<file path="src/rtl/axi_burst_splitter.sv">
// Splits a byte-granular transfer request into AXI4 AR/AW bursts, each capped at MAX_BURST_LEN beats and 4 KB safe.
// Optional CACHE_WRAP_BURST_EN: issues an eligible cache line fill as a single critical-word-first WRAP burst.
module axi_burst_splitter #(
  parameter int unsigned ADDR_WIDTH     = 32,
  parameter int unsigned DATA_WIDTH     = 32,
  parameter int unsigned ID_WIDTH       = 4,
  parameter int unsigned MAX_BURST_LEN  = 16,
  parameter int unsigned BYTE_CNT_WIDTH = 16
) (
  input  logic                      clk,
  input  logic                      rst,
  input  logic                      req_valid,
  output logic                      req_ready,
  input  logic [ADDR_WIDTH-1:0]     req_addr,
  input  logic [BYTE_CNT_WIDTH-1:0] req_bytes,
  input  logic [ID_WIDTH-1:0]       req_id,
  input  logic                      req_write,
  input  logic                      req_wrap,
  output logic                      ax_valid,
  input  logic                      ax_ready,
  output logic [ADDR_WIDTH-1:0]     ax_addr,
  output logic [7:0]                ax_len,
  output logic [2:0]                ax_size,
  output logic [1:0]                ax_burst,
  output logic [ID_WIDTH-1:0]       ax_id,
  output logic                      ax_write,
  output logic                      busy,
  output logic                      done
);

  localparam int unsigned BYTES = DATA_WIDTH / 8;
  localparam int unsigned SHIFT = $clog2(BYTES);
  localparam int unsigned RW    = BYTE_CNT_WIDTH + 1;
  localparam int unsigned AW1   = ADDR_WIDTH + 1;

  localparam logic [1:0] IDLE  = 2'd0;
  localparam logic [1:0] ISSUE = 2'd1;
  localparam logic [1:0] DONE  = 2'd2;

  localparam logic [1:0] BURST_INCR = 2'b01;
  localparam logic [1:0] BURST_WRAP = 2'b10;

  localparam logic [ADDR_WIDTH-1:0] ALIGN_MASK = ~ADDR_WIDTH'(BYTES - 1);

  logic [1:0]            state_q, state_n;
  logic [ADDR_WIDTH-1:0] cur_q, cur_n;
  logic [RW-1:0]         rem_q, rem_n;

  logic                  req_ready_n, ax_valid_n, busy_n, done_n, ax_write_n;
  logic [ADDR_WIDTH-1:0] ax_addr_n;
  logic [7:0]            ax_len_n;
  logic [1:0]            ax_burst_n;
  logic [ID_WIDTH-1:0]   ax_id_n;

  logic [AW1-1:0]        end_addr, total_beats;
  logic [ADDR_WIDTH-1:0] aligned, cur_adv;
  logic [8:0]            beats, issued;
  logic [RW-1:0]         rem_left;

  assign ax_size = 3'(SHIFT);

  // Beats that fit: bounded by what is left, the burst cap and the distance to the next 4 KB page.
  function automatic logic [8:0] burst_beats(input logic [11:0] off, input logic [RW-1:0] rem);
    logic [12:0] room;
    logic [31:0] lim;
    room = (13'd4096 - {1'b0, off}) >> SHIFT;
    lim  = 32'(MAX_BURST_LEN);
    if (32'(room) < lim) lim = 32'(room);
    if (32'(rem) < lim) lim = 32'(rem);
    return 9'(lim);
  endfunction

`ifdef CACHE_WRAP_BURST_EN
  // A line fill qualifies when it is exactly 2/4/8/16 beats, fits one burst and fits in a page.
  function automatic logic wrap_ok(input logic [BYTE_CNT_WIDTH-1:0] nb);
    logic ok;
    ok = 1'b0;
    for (int unsigned k = 2; k <= 16; k = k * 2) begin
      if (32'(nb) == k * BYTES && k <= MAX_BURST_LEN && k * BYTES <= 4096) ok = 1'b1;
    end
    return ok;
  endfunction
`else
  logic unused_wrap;
  assign unused_wrap = req_wrap;
`endif

  always_comb begin
    state_n     = state_q;
    cur_n       = cur_q;
    rem_n       = rem_q;
    req_ready_n = req_ready;
    ax_valid_n  = ax_valid;
    ax_addr_n   = ax_addr;
    ax_len_n    = ax_len;
    ax_burst_n  = ax_burst;
    ax_id_n     = ax_id;
    ax_write_n  = ax_write;
    busy_n      = busy;
    done_n      = 1'b0;
    beats       = 9'd0;

    end_addr    = AW1'(req_addr) + AW1'(req_bytes) - AW1'(1);
    total_beats = (end_addr >> SHIFT) - (AW1'(req_addr) >> SHIFT) + AW1'(1);
    aligned     = req_addr & ALIGN_MASK;
    issued      = 9'(ax_len) + 9'd1;
    cur_adv     = cur_q + (ADDR_WIDTH'(issued) << SHIFT);
    rem_left    = rem_q - RW'(issued);

    case (state_q)
      IDLE: begin
        if (req_valid) begin
          ax_id_n     = req_id;
          ax_write_n  = req_write;
          req_ready_n = 1'b0;
          busy_n      = 1'b1;
          if (req_bytes == '0) begin
            state_n = DONE;
            done_n  = 1'b1;
            rem_n   = '0;
          end else begin
            state_n    = ISSUE;
            ax_valid_n = 1'b1;
            cur_n      = aligned;
            rem_n      = RW'(total_beats);
            beats      = burst_beats(aligned[11:0], RW'(total_beats));
            ax_addr_n  = req_addr;
            ax_len_n   = 8'(beats - 9'd1);
            ax_burst_n = BURST_INCR;
`ifdef CACHE_WRAP_BURST_EN
            if (req_wrap && wrap_ok(req_bytes)) begin
              rem_n      = RW'(req_bytes >> SHIFT);
              ax_addr_n  = aligned;
              ax_len_n   = 8'((req_bytes >> SHIFT) - BYTE_CNT_WIDTH'(1));
              ax_burst_n = BURST_WRAP;
            end
`endif
          end
        end
      end
      ISSUE: begin
        if (ax_ready) begin
          cur_n = cur_adv;
          rem_n = rem_left;
          if (rem_left == '0) begin
            state_n    = DONE;
            ax_valid_n = 1'b0;
            done_n     = 1'b1;
          end else begin
            beats     = burst_beats(cur_adv[11:0], rem_left);
            ax_addr_n = cur_adv;
            ax_len_n  = 8'(beats - 9'd1);
          end
        end
      end
      DONE: begin
        state_n     = IDLE;
        req_ready_n = 1'b1;
        busy_n      = 1'b0;
      end
      default: begin
        state_n     = IDLE;
        req_ready_n = 1'b1;
        ax_valid_n  = 1'b0;
        busy_n      = 1'b0;
      end
    endcase
  end

  always_ff @(posedge clk or posedge rst) begin
    if (rst) begin
      state_q   <= IDLE;
      cur_q     <= '0;
      rem_q     <= '0;
      req_ready <= 1'b1;
      ax_valid  <= 1'b0;
      ax_addr   <= '0;
      ax_len    <= '0;
      ax_burst  <= '0;
      ax_id     <= '0;
      ax_write  <= 1'b0;
      busy      <= 1'b0;
      done      <= 1'b0;
    end else begin
      state_q   <= state_n;
      cur_q     <= cur_n;
      rem_q     <= rem_n;
      req_ready <= req_ready_n;
      ax_valid  <= ax_valid_n;
      ax_addr   <= ax_addr_n;
      ax_len    <= ax_len_n;
      ax_burst  <= ax_burst_n;
      ax_id     <= ax_id_n;
      ax_write  <= ax_write_n;
      busy      <= busy_n;
      done      <= done_n;
    end
  end

endmodule

</file>
<file path="config.mk">
export PLATFORM = sky130hd
export DESIGN_NAME = axi_burst_splitter
export DESIGN_NICKNAME = d
export VERILOG_FILES = /design/src/rtl/axi_burst_splitter.sv
export SDC_FILE = /design/constraint.sdc
export NUM_CORES = 1
export LEC_CHECK = 0
export ABC_AREA = 1
export CORE_MARGIN = 2
export CORE_UTILIZATION = 36
export DETAILED_ROUTE_END_ITERATION = 10
export PLACE_DENSITY = 0.55
export SLEW_MARGIN = 20
export SYNTH_ARGS = -nofsm -noshare
export SYNTH_HDL_FRONTEND = slang
export SYNTH_SLANG_ARGS = --single-unit
</file>
<file path="constraint.sdc">
create_clock -name clk -period 5.7 [get_ports clk]
set_clock_uncertainty 0.05 [all_clocks]
set_input_delay 1.425 -clock clk [delete_from_list [all_inputs] [get_ports clk]]
set_output_delay 1.425 -clock clk [all_outputs]
set_load 0.03 [all_outputs]
</file>
==> metrics.txt <==
Arrival @ worst endpoint 6.22 ns; worst r2r dst ax_len[4]$_DFFE_PP0P_; Final WS setup -0.337 ns; die height 165 um; clk buf depth 2; first-pass GRT wire length 45300 um; Distinct cells, synth 57; final hold vios 0; Starting Density 36.7%; DR vias 9334; f_max 0.166 GHz; vias in the first global route 9250; Worst Setup Start Kind input port; measured slew at the worst slew-check pin 0.904 ns; cell area after synthesis 9280 sq um; diode count 0; top fanout value on the critical path 6; Mapped Cells 1339; Final setup viols 8; crit-path most repeated cell buf_4; Final nets 1781; worst path required time 5.89 ns; std cell rows 58; DRC 0; global route hottest layer met2; GR Util met1 29.3%; Synth async-reset ratio 100%; crit end category flop; Pins Over Slew Limit 0; Clock Root Buffer clkbuf_16; Pre-antenna DRT Iters 5; #FFs+latches synth 99; number of CTS-inserted buffers 9; Vias/cell 4.79; I/O Buffers 106; Tot GR Track Use 21.1%; area delta synth->final 39.6%; WL/cell 14.3 um; core area 25300 sq um; antenna-violating nets left 0; met3 Usage GRT 2.16%; Crit-path slowest cell ha_1; PwrDens 375 nW/um^2; final std cells w/o fill 1949; H-Tree Depth 3; FILL cells 2491; Setup TNS -2.12 ns; RSZ-0062 raised after global routing true; Warnings, synthesis 0; DIE WIDTH 165 um; total of max-cap violations 0; Avg Cell Area, Syn 6.93 sq um; share of cells above drive strength 1 23.7%; most common cell after layout, fill and taps aside nand2_1; Peak VDD IR 0.000188 V; Max stage delay on crit path 0.33 ns; initial drt markers 595; r2r worst-path depth 35; failing checks negative setup slack; leak pwr 6.55 nW; fin crit period 6.04 ns; crit path capture ax_len[4]$_DFFE_PP0P_; CTS tree done; largest net degree at the start of global routing 71; Routed WL 27800 um; CP startpoint req_addr[3]; Slew headroom 39.8%; status complete, but fails checks; class of the worst hold path reg -> reg; commonest cells after routing, fill and taps aside 363 x nand2_1, 191 x inv_1, 171 x buf_4, 98 x dfrtp_1, 88 x clkdlybuf4s50_1; Fin Hold WS 0.422 ns; Seq/Total Area, Yosys 26.7%; Main synth FF type dfrtp_1; initial antenna violation count 0; gr ovfl total 0; placed cell count 1896; FF-to-FF Start ax_len[2]$_DFFE_PP0P_; R2R Setup Slk 0.54 ns; I/O pins 112; met2 usage 35.5%; full die area 27100 sq um; Setup Crit Path Kind in -> reg; Detail Placement HPWL 21000 um; Skew-Pair Late Insertion Delay 0.37 ns; CTS Sinks 99; Tcrit/Tclk final 106%; Post-synth EDFFs 0; clock-pin slew on the worst setup and hold paths 0.09 ns; Placer Congestion 0.866
-- final cells by class --
cell class	count	area, sq um	area share, %
Clock inverter	7	75.1	0.579
Timing Repair Buffer	280	2370	18.3
Clock buffer	9	225	1.74
Multi-Input combinational cell	996	6510	50.2
Sequential cell	99	2480	19.1
Inverter	228	883	6.82
Tap cell	330	413	3.19
-- logic make-up after synthesis --
| logic type | after synthesis | synth area share (%) |
|---|---|---|
| AO/OA/AOI/OAI | 187 | 11.7 |
| adder cells (fa/ha/maj) | 109 | 15.0 |
| flip-flops | 99 | 26.7 |
| other | 2 | 0.0809 |
| XOR/XNOR | 60 | 5.74 |
| buffers and inverters | 258 | 10.8 |
| AND/OR/NAND/NOR | 624 | 29.9 |
-- worst max-delay path: cells and delay by family --
kind	cells	cell delay (ns)
buffers and inverters	19	2.25
adder cells (fa/ha/maj)	3	0.68
AND/OR/NAND/NOR	9	1.07
AO/OA/AOI/OAI	5	0.60
XOR/XNOR	1	0.17
-- how the worst min path moves through the flow --
| stage | start | endpoint | slack (ns) | cells after the start |
|---|---|---|---|---|
| final | ax_burst[0]$_DFFE_PP0P_ | ax_burst[0]$_DFFE_PP0P_ | 0.42 | 1 |
| after global routing | ax_burst[0]$_DFFE_PP0P_ | ax_burst[0]$_DFFE_PP0P_ | 0.44 | 1 |
| after global placement | ax_burst[0]$_DFFE_PP0P_ | ax_burst[0]$_DFFE_PP0P_ | 0.40 | 1 |
| after CTS | ax_burst[0]$_DFFE_PP0P_ | ax_burst[0]$_DFFE_PP0P_ | 0.43 | 1 |
| after floorplan | cur_q[2]$_DFFE_PP0P_ | cur_q[2]$_DFFE_PP0P_ | 0.40 | 2 |
| after detailed placement | ax_burst[0]$_DFFE_PP0P_ | ax_burst[0]$_DFFE_PP0P_ | 0.40 | 1 |
-- flip-flops by register name, summed over array words and instances, names as in the netlist --
register / flops
ax_len: 8
state_q: 2
req_ready: 1
done: 1
busy: 1
ax_valid: 1
ax_burst: 1
ax_id: 4
ax_addr: 32
rem_q: 17
cur_q: 30
ax_write: 1
-- layer usage --
metal	wire length [um]	vias up
li1	-	4826
met1	13400	4298
met2	12900	196
met3	1150	14
met4	316	0
met5	0	-
-- power breakdown --
| group | internal (mW) | leakage [nW] | switching, mW |
|---|---|---|---|
| combinational | 1.47 | 5.18 | 1.78 |
| sequential | 0.852 | 1.22 | 0.102 |
| clock | 0.313 | 0.145 | 0.339 |
-- metrics by stage --
| step | setup WS, ns | power, mW | area, sq um | util, % |
|---|---|---|---|---|
| floorplan | -0.271 | 2.79 | 9550 | - |
| global placement | -1.35 | 3.82 | 11900 | 47.2 |
| detailed placement | -1.40 | 3.85 | 11900 | 47.2 |
| CTS | -0.270 | 4.72 | 12700 | 50.4 |
| global route | -0.652 | 5.29 | 13000 | 51.3 |
| finish | -0.337 | 4.86 | 13000 | 51.3 |
-- Yosys cell counts, drive strengths merged (5+ instances only) --
cell type,number,area (sq um)
nand2,396,1560
inv,228,856
ha,105,1310
dfrtp,98,2450
nor2,96,425
nand3,76,425
o21ai,76,392
a21oi,56,295
xor2,44,393
a31oi,26,163
nor3,21,133
nand4,18,113
xnor2,16,140
buf,15,92.6
clkbuf,15,56.3
o21bai,6,45.0
or2,6,40.0
nor4,5,31.3
-- timing repair --
action / in CTS / in global routing
setup endpoints to repair: 9 / 8
gates cloned: 0 / 0
pin swaps: 51 / 14
endpoints found under the hold margin: 0 / 0
hold buffers: 0 / 0
resized for setup: 109 / 50
buffers inserted: 32 / 6
Note: power is estimated with default switching activity, not from simulation.
